$ cat config.mk
export PLATFORM = sky130hd
export DESIGN_NAME = gf22_ti_mul_sched
export DESIGN_NICKNAME = d
export VERILOG_FILES = /design/src/rtl/gf22_ti_mul_sched_pkg.sv /design/src/rtl/gf22_ti_mul_sched_arb.sv /design/src/rtl/gf22_ti_mul_sched_mul.sv /design/src/rtl/gf22_ti_mul_sched.sv
export SDC_FILE = /design/constraint.sdc
export NUM_CORES = 1
export LEC_CHECK = 0
export ABC_AREA = 1
export CORE_ASPECT_RATIO = 1.1
export CORE_UTILIZATION = 53
export DETAILED_ROUTE_END_ITERATION = 10
export PLACE_DENSITY = 0.85
export SYNTH_ARGS = -nofsm -noshare
export SYNTH_HDL_FRONTEND = slang
export SYNTH_HIERARCHICAL = 1
export SYNTH_SLANG_ARGS = --single-unit
export TNS_END_PERCENT = 1
$ cat constraint.sdc
create_clock -name CLK -period 6.25 [get_ports CLK]
set_input_delay 1.25 -clock CLK [delete_from_list [all_inputs] [get_ports CLK]]
set_output_delay 1.25 -clock CLK [all_outputs]
set_load 0.02 [all_outputs]
$ cat src/rtl/gf22_ti_mul_sched_pkg.sv
// Shared types and constants for the time-multiplexed GF(2^2) masked multiplier scheduler.
package gf22_ti_mul_sched_pkg;

   localparam int NREQ_DEF = 4;
   localparam int SW       = 2;

   typedef enum logic [2:0] {
      S_IDLE = 3'd0,
      S_P00  = 3'd1,
      S_P01  = 3'd2,
      S_P10  = 3'd3,
      S_P11  = 3'd4,
      S_DONE = 3'd5
   } state_e;

   // Polynomial basis x^2+x+1; the scaling constant folds to 1 in this basis.
   function automatic logic [SW-1:0] gf22_mul(input logic [SW-1:0] x, input logic [SW-1:0] y);
      gf22_mul = {(x[1] & y[1]) ^ (x[1] & y[0]) ^ (x[0] & y[1]),
                  (x[1] & y[1]) ^ (x[0] & y[0])};
   endfunction

endpackage

$ cat src/rtl/gf22_ti_mul_sched_arb.sv
// Combinational round-robin picker: first set request at or after ptr_i, wrapping modulo NREQ.
module rr_arb #(
   parameter int NREQ = 4,
   parameter int IDW  = 2
) (
   input  logic [NREQ-1:0] req_i,
   input  logic [IDW-1:0]  ptr_i,
   output logic [NREQ-1:0] gnt_o,
   output logic [IDW-1:0]  idx_o,
   output logic            any_o
);

   logic [IDW:0]   sum;
   logic [IDW-1:0] cand;
   logic           found;

   always_comb begin
      gnt_o = '0;
      idx_o = '0;
      found = 1'b0;
      sum   = '0;
      cand  = '0;
      for (int i = 0; i < NREQ; i++) begin
         sum = {1'b0, ptr_i} + (IDW+1)'(i);
         if (sum >= (IDW+1)'(NREQ)) begin
            sum = sum - (IDW+1)'(NREQ);
         end
         cand = sum[IDW-1:0];
         if (!found && req_i[cand]) begin
            found       = 1'b1;
            idx_o       = cand;
            gnt_o[cand] = 1'b1;
         end
      end
      any_o = found;
   end

endmodule

$ cat src/rtl/gf22_ti_mul_sched_mul.sv
// Shared GF(2^2) scaling-multiplier core; purely combinational, one share pair per use.
module gf22mul_scaling
   import gf22_ti_mul_sched_pkg::*;
(
   input  logic [SW-1:0] x_i,
   input  logic [SW-1:0] y_i,
   output logic [SW-1:0] p_o
);

   assign p_o = gf22_mul(x_i, y_i);

endmodule

$ cat src/rtl/gf22_ti_mul_sched.sv
// Round-robin scheduler sharing one GF(2^2) multiplier; four serial cross-products, re-masked 2-share result.
module gf22_ti_mul_sched
   import gf22_ti_mul_sched_pkg::*;
#(
   parameter int NREQ = NREQ_DEF,
   parameter int IDW  = 2
) (
   input  logic               CLK,
   input  logic               RSTn,
   input  logic [NREQ-1:0]    req,
   input  logic [SW*NREQ-1:0] a0,
   input  logic [SW*NREQ-1:0] a1,
   input  logic [SW*NREQ-1:0] b0,
   input  logic [SW*NREQ-1:0] b1,
   input  logic [SW-1:0]      rnd,
   output logic [NREQ-1:0]    gnt,
   output logic               out_valid,
   input  logic               out_ready,
   output logic [IDW-1:0]     out_id,
   output logic [SW-1:0]      z0,
   output logic [SW-1:0]      z1
);

   state_e         state_q;
   logic [IDW-1:0] ptr_q, ptr_d;
   logic [SW-1:0]  a0_q, a1_q, b0_q, b1_q;
   logic [SW-1:0]  acc0_q, acc1_q;
   logic [SW-1:0]  z0_q, z1_q;
   logic [IDW-1:0] out_id_q;
   logic           out_valid_q;

   logic [SW-1:0]  a0_arr [NREQ];
   logic [SW-1:0]  a1_arr [NREQ];
   logic [SW-1:0]  b0_arr [NREQ];
   logic [SW-1:0]  b1_arr [NREQ];

   logic [NREQ-1:0] arb_gnt;
   logic [IDW-1:0]  arb_idx;
   logic            arb_any;
   logic [SW-1:0]   mul_x, mul_y, prod;

   genvar gi;
   generate
      for (gi = 0; gi < NREQ; gi++) begin : g_unpack
         assign a0_arr[gi] = a0[gi*SW +: SW];
         assign a1_arr[gi] = a1[gi*SW +: SW];
         assign b0_arr[gi] = b0[gi*SW +: SW];
         assign b1_arr[gi] = b1[gi*SW +: SW];
      end
   endgenerate

   rr_arb #(
      .NREQ (NREQ),
      .IDW  (IDW)
   ) u_arb (
      .req_i (req),
      .ptr_i (ptr_q),
      .gnt_o (arb_gnt),
      .idx_o (arb_idx),
      .any_o (arb_any)
   );

   assign ptr_d = (arb_idx == IDW'(NREQ-1)) ? '0 : arb_idx + 1'b1;

   // Only latched shares reach the core; the state selects exactly one (ax, by) pair.
   always_comb begin
      mul_x = a1_q;
      mul_y = b1_q;
      if (state_q == S_P00 || state_q == S_P01) mul_x = a0_q;
      if (state_q == S_P00 || state_q == S_P10) mul_y = b0_q;
   end

   gf22mul_scaling u_mul (
      .x_i (mul_x),
      .y_i (mul_y),
      .p_o (prod)
   );

   always_ff @(posedge CLK or negedge RSTn) begin
      if (!RSTn) begin
         state_q     <= S_IDLE;
         ptr_q       <= '0;
         a0_q        <= '0;
         a1_q        <= '0;
         b0_q        <= '0;
         b1_q        <= '0;
         acc0_q      <= '0;
         acc1_q      <= '0;
         z0_q        <= '0;
         z1_q        <= '0;
         out_id_q    <= '0;
         out_valid_q <= 1'b0;
      end else begin
         case (state_q)
            S_IDLE: begin
               if (arb_any) begin
                  a0_q     <= a0_arr[arb_idx];
                  a1_q     <= a1_arr[arb_idx];
                  b0_q     <= b0_arr[arb_idx];
                  b1_q     <= b1_arr[arb_idx];
                  acc0_q   <= rnd;
                  acc1_q   <= rnd;
                  out_id_q <= arb_idx;
                  ptr_q    <= ptr_d;
                  state_q  <= S_P00;
               end
            end
            S_P00: begin
               acc0_q  <= acc0_q ^ prod;
               state_q <= S_P01;
            end
            S_P01: begin
               acc0_q  <= acc0_q ^ prod;
               state_q <= S_P10;
            end
            S_P10: begin
               acc1_q  <= acc1_q ^ prod;
               state_q <= S_P11;
            end
            S_P11: begin
               acc1_q      <= acc1_q ^ prod;
               z0_q        <= acc0_q;
               z1_q        <= acc1_q ^ prod;
               out_valid_q <= 1'b1;
               state_q     <= S_DONE;
            end
            S_DONE: begin
               if (out_ready) begin
                  out_valid_q <= 1'b0;
                  z0_q        <= '0;
                  z1_q        <= '0;
                  state_q     <= S_IDLE;
               end
            end
            default: state_q <= S_IDLE;
         endcase
      end
   end

   // Reset also masks the combinational grant so nothing is offered while held in reset.
   assign gnt       = (RSTn && state_q == S_IDLE) ? arb_gnt : '0;
   assign out_valid = out_valid_q;
   assign out_id    = out_id_q;
   assign z0        = z0_q;
   assign z1        = z1_q;

endmodule
* After elaboration in Yosys (flattened, before gate mapping) *
Index checks and enable logic that the tools add are counted.

storage, ports and cells
  word-level logic and storage cells = 137
  input bits = 41
  bits in registers = 24
  output and inout bits = 11

operators by class
  reductions and logical operators = 24
  order comparisons = 13
  equal/unequal tests = 8
  mux-type cells = 59
  bitwise gates (word level) = 13
  $add $sub $neg = 8

operator list
  cell                 count
  $mux 2               21
  $mux 4               5
  $pmux 3 s6           1
  $bmux 2 s2           4
  $pmux 2 s2           4
  $mux 1               13
  $ge 3x3->1 const B   4
  $lt 2x3->1 const B   4
  $or 4x4->4           3
  $reduce_and 2->1     5
  $bmux 1 s2           4
  $demux 1 s2          4
  $ge 2x1->1 const B   4
  $logic_and 1x1->1    8
  $sub 2x1->2 const B  4
  $add 2x2->3 const B  2
  $eq 3x2->1 const B   2
  $eq 3x3->1 const B   2
  $mux 3               2
  $reduce_bool 2->1    3
  $and 1x1->1          4
  $ne 2x2->1 const B   2
  $reduce_or 2->1      2
  $xor 2x2->2          2
  other kinds (11)     16

* Depth between registers and ports, before layout *
  word-level depth = 18
  gate-level depth with buffers = 18
  mapped depth without buffers = 15

* Hierarchy *
The synthesis kept the hierarchy.

by module, submodules not included
  module             cells an instance  times used  area each (um2)
  gf22_ti_mul_sched  231                1           1547.7
  rr_arb             74                 1           440.4
  gf22mul_scaling    14                 1           61.3

* Least setup slack after synthesis *
Ideal clock, no wire load.

  path kind = input-to-output
  start point = in req[3]
  end point = out gnt[0]
  data required time = 5.000 ns
  stages = 9
  buffers on the path = 0
  slack = 2.704 ns
  arrival = 2.296 ns
  cell sequence = inv_1 nand2_1 nand3_4 nand2_4 nor2_1 a21oi_1 nand3_1 inv_1 nor2_1

on the way
  longest elaborated chain between the ends = 13
  elaborated cells on any way between the ends = 25
  those cells by class = 16 x mux; 3 x bitwise; 6 x reduce/logical

RTL lines
  element                       RTL line                     text
  start, declared               gf22_ti_mul_sched.sv:10      input logic [NREQ-1:0] req,
  $bmux 1 s2                    gf22_ti_mul_sched_arb.sv:29  if (!found && req_i[cand]) begin
  $mux 1 (implied by the code)  gf22_ti_mul_sched_arb.sv:29
  $mux 1                        gf22_ti_mul_sched_arb.sv:29
  $logic_not 1->1               gf22_ti_mul_sched_arb.sv:29
  $logic_and 1x1->1             gf22_ti_mul_sched_arb.sv:29
  $mux 1                        gf22_ti_mul_sched_arb.sv:29
  $logic_not 1->1               gf22_ti_mul_sched_arb.sv:29
  $logic_and 1x1->1             gf22_ti_mul_sched_arb.sv:29
  $mux 1                        gf22_ti_mul_sched_arb.sv:29
  $logic_not 1->1               gf22_ti_mul_sched_arb.sv:29
  $logic_and 1x1->1             gf22_ti_mul_sched_arb.sv:29
  $mux 4 *                      gf22_ti_mul_sched_arb.sv:29
  named net arb_gnt[0]          gf22_ti_mul_sched.sv:37      logic [NREQ-1:0] arb_gnt;
  $mux 4 *                      gf22_ti_mul_sched.sv:141     assign gnt = (RSTn && state_q == S_IDLE) ? arb_gnt : '0;
  end, declared                 gf22_ti_mul_sched.sv:16      output logic [NREQ-1:0] gnt,

Mark *: on every way through the listed nets, which the timed path passes. The rest lies on a longest branch. The select of a mux whose other input is x is not followed.

* Worst setup path in the final report *
  start point = in req[1]
  end point = out gnt[1]

Same word-level chain as after synthesis.

==> results.md <==
- RR Startpoint: ptr_q[0]
- DP Area: 2545 um^2
- Final WL: 4547 um
- Post-CTS Setup Inserts: 0
- CP endpoint kind: output pin
- Grt total ovfl: 0
- Fin Hold WS: 486.3 ps
- Hold path depth: 2
- Synth warn: 6
- DRT Pass-1 Iters: 4
- Cells after synthesis: 319
- Drt drc: 0
- R2r setup slk: 3070 ps
- CTS buffer count: 3
- Clk_lat worst skew: 260 ps
- Final instance area: 2586 um^2
- Worst hold path type: flip-flop to flip-flop
- # diodes: 0
- Die height: 67.22 um
- Dpl hpwl: 3468 um
- Cts hold-fix bufs: 0
- Clk_skew: 3.821 ps
- Max-slew headroom: 53.90%
- Critical path class: input pin to output pin
- Synth unique cells: 25
- Syn Area/Cell: 6.425 um^2
- Core area: 3684 um^2
- Critical Path RT: 5000 ps
- Cts repair resizes: 0
- Layout cells sized above 1: 7.671%
- Seq/Total Area, Yosys: 29.30%
- GRT Total Usage: 23.75%
- Crit start category: input pin
- WL per Instance: 10.96 um
- Die area: 4120 um^2
- Final Util: 70.21%
- Setup violators final: 0
- TNS Setup: 0 ps
- Hold path start: a1_q[1]
- Synth Register Bits: 24
- Clock buffer depth: 2
- FF/Latch Area: 600.6 um^2
- Min cycle time layout: 4597 ps
- Tot Pwr: 0.001466 W
- Worst r2r dst: a1_q[1]
- Vias/cell: 5.010
- Mapped Nets: 366
- CTS H-tree depth: 1
- Actual slew at the worst max-slew pin: 689.6 ps
- Pwr dens: 567.0 nW/um^2
- Area of the multi-input gates: 1191 um^2
- CTS sink cnt: 24
- Hold EP: a1_q[1]
- Maximum vdd drop: 0.3314 mV
- Synth area leader: dfrtp_1
- Slew Limit Fails: 0
- Starting Density: 55.64%
- Final hold violations: 0
- Antenna-violating nets left: 0
- Row count: 23
- Fillers: 332
- Synth top area share: 29.30%
- Clock Pin Slew Worst Setup and Hold Paths: 80 ps
- Outcome: complete, no violations
- Initial antenna violation count: 0
- Synth Cell Area: 2049 um^2
- CTS tree: yes
- CP Data Arrival Time: 3350 ps
- Post-layout nets: 414
- RD Place Congestion: 0.9519
- Crit share post-route: 73.55%
- Synth top area cells: dfrtp_1, nand2_1, nand3_1, inv_1, ha_1
- Root Buffer: clkbuf_8
- Largest net degree at the start of global routing: 26
- Ports: 52
- Area Overhead vs Synth: 26.19%
- Max-cap viol count: 0
- CP Max Fanout: 6
- First-pass GRT wire length: 7672 um
- R2R depth: 15
- Die Width: 61.29 um
- Static Leak: 1.362 nW
- 1st-iter DRT viols: 90
- Via count: 2079
- # port buffers: 51
- Vias in the first global route: 1839
- RSZ-0062 raised after global routing: no
- Max Fclk: 0.2175 GHz
area by class of cell:
type | count | area share (%)
multi-input cells | 240 | 46.06
flip-flops and latches | 24 | 23.22
repair buffers | 52 | 20.03
clock buffers | 3 | 1.597
well taps | 50 | 2.419
inverters | 46 | 6.676
critical path, cell delays in order:
cell and delay (ps):
clkdlybuf4s50_1 440, inv_1 70, nand2_1 70, nand3_2 170
nand2_4 70, nor2_1 310, a21oi_1 120, nand3_1 100
inv_1 40, nor2_1 100, clkdlybuf4s50_1 610
worst max-delay path by stage:
stage | from | end | slack (ps) | cells past startpoint
after floorplan | req[3] | gnt[0] | 2700 | 9
after global placement | req[3] | gnt[1] | 1740 | 11
after detailed placement | req[1] | gnt[0] | 1680 | 11
after CTS | req[1] | gnt[0] | 1680 | 11
after global routing | req[1] | gnt[0] | 1450 | 11
final | req[1] | gnt[1] | 1650 | 11
layer usage:
metal | routed length, um | up-vias | global-route usage [%]
li1 | - | 1084 | -
met1 | 2061 | 923 | 29.93
met2 | 2242 | 69 | 42.12
met3 | 219 | 3 | 2.490
met4 | 23 | 0 | 6.818
met5 | 0 | - | 0
per-stage QoR:
step | std cells | setup WS, ps
after floorplan | 319 | 2704
after global placement | 412 | 1745
after detailed placement | 412 | 1683
after CTS | 415 | 1678
after global routing | 415 | 1449
final | 415 | 1653
flip-flops by register name, summed over array words and instances (netlist names):
| register | flops |
|---|---|
| state_q | 3 |
| a0_q | 2 |
| a1_q | 2 |
| acc0_q | 2 |
| acc1_q | 2 |
| b0_q | 2 |
| b1_q | 2 |
| out_id | 2 |
| ptr_q | 2 |
| z0 | 2 |
| z1 | 2 |
| out_valid | 1 |
cells in the final DEF, fill, tap and decap left out, types with 4 or more instances in the layout:
master             n
nand2_2            8
ha_1               6
clkdlybuf4s50_1   51
nand2_1          136
nor2_1             7
inv_1             39
nand4_1           10
a21boi_0           4
inv_2              6
dfrtp_1           24
o21ai_0            8
a21oi_1           10
nand3_1           35
Yosys cell counts (all sizes together):
master	number
inv	45
xnor2	2
nor2	11
nand4	10
dfrtp	24
clkinv	1
nor3	1
nand2	145
nand3	39
a21oi	10
o21ai	9
ha	6
buf	9
a21boi	4
xor2	3
cells by family after synthesis:
logic type / Yosys count / synth area share, %
simple gates: 206 / 46.03
xor+xnor: 5 / 2.137
flops: 24 / 29.30
buf+inv: 55 / 12.58
compound gates: 23 / 6.288
fa+ha+maj: 6 / 3.663
power by group:
part	total [W]	internal [W]	switching (W)
clock	0.0000891	0.0000431	0.0000461
sequential	0.000309	0.000233	0.0000758
combinational	0.00107	0.000374	0.000694
Note: power is estimated with default switching activity, not from simulation.
==> edit (same flow settings) <==
`IDW` is set to 2 in 2 places; all go to 1.
--- a/src/rtl/gf22_ti_mul_sched_arb.sv
+++ b/src/rtl/gf22_ti_mul_sched_arb.sv
@@ -1,7 +1,7 @@
 // Combinational round-robin picker: first set request at or after ptr_i, wrapping modulo NREQ.
 module rr_arb #(
    parameter int NREQ = 4,
-   parameter int IDW  = 2
+   parameter int IDW  = 1
 ) (
    input  logic [NREQ-1:0] req_i,
    input  logic [IDW-1:0]  ptr_i,
--- a/src/rtl/gf22_ti_mul_sched.sv
+++ b/src/rtl/gf22_ti_mul_sched.sv
@@ -3,7 +3,7 @@
    import gf22_ti_mul_sched_pkg::*;
 #(
    parameter int NREQ = NREQ_DEF,
-   parameter int IDW  = 2
+   parameter int IDW  = 1
 ) (
    input  logic               CLK,
    input  logic               RSTn,
Interface: changed (resized out_id); port bits go from 52 to 51. The function was not compared with the original's and may differ.
==> edit against the original RTL <==
Cell area down 37%. Count of clock-buffer cells in the layout unchanged. Clock skew up 4.1 ps. First-iteration DRC count down 82%. Sequential cell count down 2. Combinational power down 58%. Area after synthesis down 36%. Critical path depth down 6. Power down 47%. Register-to-register slack better by 780 ps. Worst setup slack better by 350 ps. Wire length down 43%.
==> edit: results (changes against the original RTL) <==
gr-usage-all-layers_pct: 22.3  # -1.5 points
io_buffers: 30  # -41%
synth_common_cells: "nand2_1 (60), inv_1 (25), dfrtp_1 (22), nand3_1 (15), o21ai_0 (13)"
power_leakage_uw: 0.000824  # -40%
clock_path_buffers: 2  # unchanged
dpl.cell_count: 235  # -43%
wl_microns: 2610  # -43%
ys_async_sr_fraction_pct: 100  # unchanged
grt_max_degree: 24  # -7.7%
drt_first_iter_violations: 16  # -82%
postCtsSetupBuffers: 0  # unchanged
worstSkewPairLatency_ps: 310  # +50 ps
vias_per_cell: 4.97  # -0.78%
hp-class: "flip-flop to flip-flop"
synth.distinct_cells: 23  # -8.0%
synth.area.top_cells: "dfrtp_1 (42%), nand2_1 (17%), inv_1 (7.1%)"
layout.nets: 251  # -39%
critPathMaxStageDelay_ps: 640  # +30 ps
path_max_fanout: 23  # +17
clockRootBuffer: "clkbuf_4"
peakVddDrop_uv: 286  # -14%
antenna_found_initial: 0  # unchanged
worst_hold_slack_ps: 486  # -0.259 ps
largest_reg_flops: 3  # unchanged
ys_seq_area_share_pct: 41.9  # +13 points
tightest_slew_ps: 1030  # +343 ps
dr.max_layer_used: "met4"
first_global_vias: 1083  # -41%
outcome: "complete, no violations"
skew_ps: 7.93  # +4.11 ps
place_area_sq_mm: 0.00161  # -37%
grt_use_met2_pct: 42.5  # +0.35 points
gp_congestion: 0.889  # -6.6%
drc_errors: 0  # unchanged
post_cts_resized: 0  # unchanged
critical_path.top_delay_family: "buffers and inverters"
drt_pass1_iterations: 5  # +1
cts_buffers: 3  # unchanged
hpwl_microns: 1990  # -43%
pre_cts_ws_ps: 1980  # +296 ps
nFillCells: 207  # -38%
grt_first_pass_wirelength_microns: 4420  # -42%
worstPathArrival_ps: 3000  # -350 ps
switching_share_pct: 47.6  # -8.1 points
wl_met2_microns: 1350  # -40%
clk_pin_slew_ps: 110  # +30 ps
wl_per_cell_microns: 11.0  # +0.24%
wl_met1_microns: 1110  # -46%
final_layout_size_suffix_gt1_share_pct: 7.69  # +0.021 points
grtUsageMet1_pct: 23.7  # -6.2 points
syn_to_final_growth_pct: 24.0
wl_met3_microns: 104  # -53%
regMostFlops: "state_q"
syn_inst: 181  # -43%
use_met3_pct: 2.78  # +0.29 points
critPathSlowestCell: "clkdlybuf4s50_1"
synth_warnings: 6  # unchanged
==> edit: cell count changes after synthesis, moves of 6 or more <==
cell     before  now
ha_1          6    0
inv_1        39   25
nand4_1      10    4
nand3_1      35   15
nand2_1     136   60
nand2_2       8    0
==> edit: worst min-delay path, delay by kind of cell (launching register included) <==
family           cells  cell delay [ps]
DFF                  1              360
and+or+nand+nor      2              100
==> edit: power by group through the flow <==
stage	registers (uW)	clock network (uW)	logic (uW)
2_1_floorplan	267	0	345
3_3_place_gp	261	0	428
3_5_place_dp	264	0	445
4_1_cts	261	65.7	451
5_1_grt	271	69.9	509
6_report	262	63.9	449
==> edit: final timing paths <==
path / startpoint / end / slack, ps / cells past startpoint
min reg2reg: out_valid$_DFFE_PN0P_ / out_valid$_DFFE_PN0P_ / 490 / 2
min in group asynchronous: RSTn / state_q[0]$_DFFE_PN0P_ / 1280 / 2
max reg2reg: state_q[0]$_DFFE_PN0P_ / acc0_q[1]$_DFFE_PN0P_ / 3850 / 11
min: out_valid$_DFFE_PN0P_ / out_valid$_DFFE_PN0P_ / 490 / 2
max: RSTn / gnt[1] / 2000 / 5
max in group asynchronous: RSTn / out_id$_DFFE_PN0P_ / 4740 / 2
==> edit: cell families after synthesis <==
| logic type | after synthesis | share of synthesized area [%] |
|---|---|---|
| XOR/XNOR | 5 | 3.33 |
| AND/OR/NAND/NOR | 92 | 32.3 |
| buffers and inverters | 37 | 12.8 |
| flip-flops | 22 | 41.9 |
| other | 1 | 0.285 |
| AO/OA/AOI/OAI | 24 | 9.43 |
==> edit: final cells by class <==
| class | count | share of cell area [%] |
|---|---|---|
| clock buffer | 3 | 1.38 |
| inverter | 29 | 6.84 |
| multi-input combinational | 123 | 36.8 |
| sequential | 22 | 33.8 |
| tap | 30 | 2.30 |
| timing repair buffer | 31 | 18.9 |
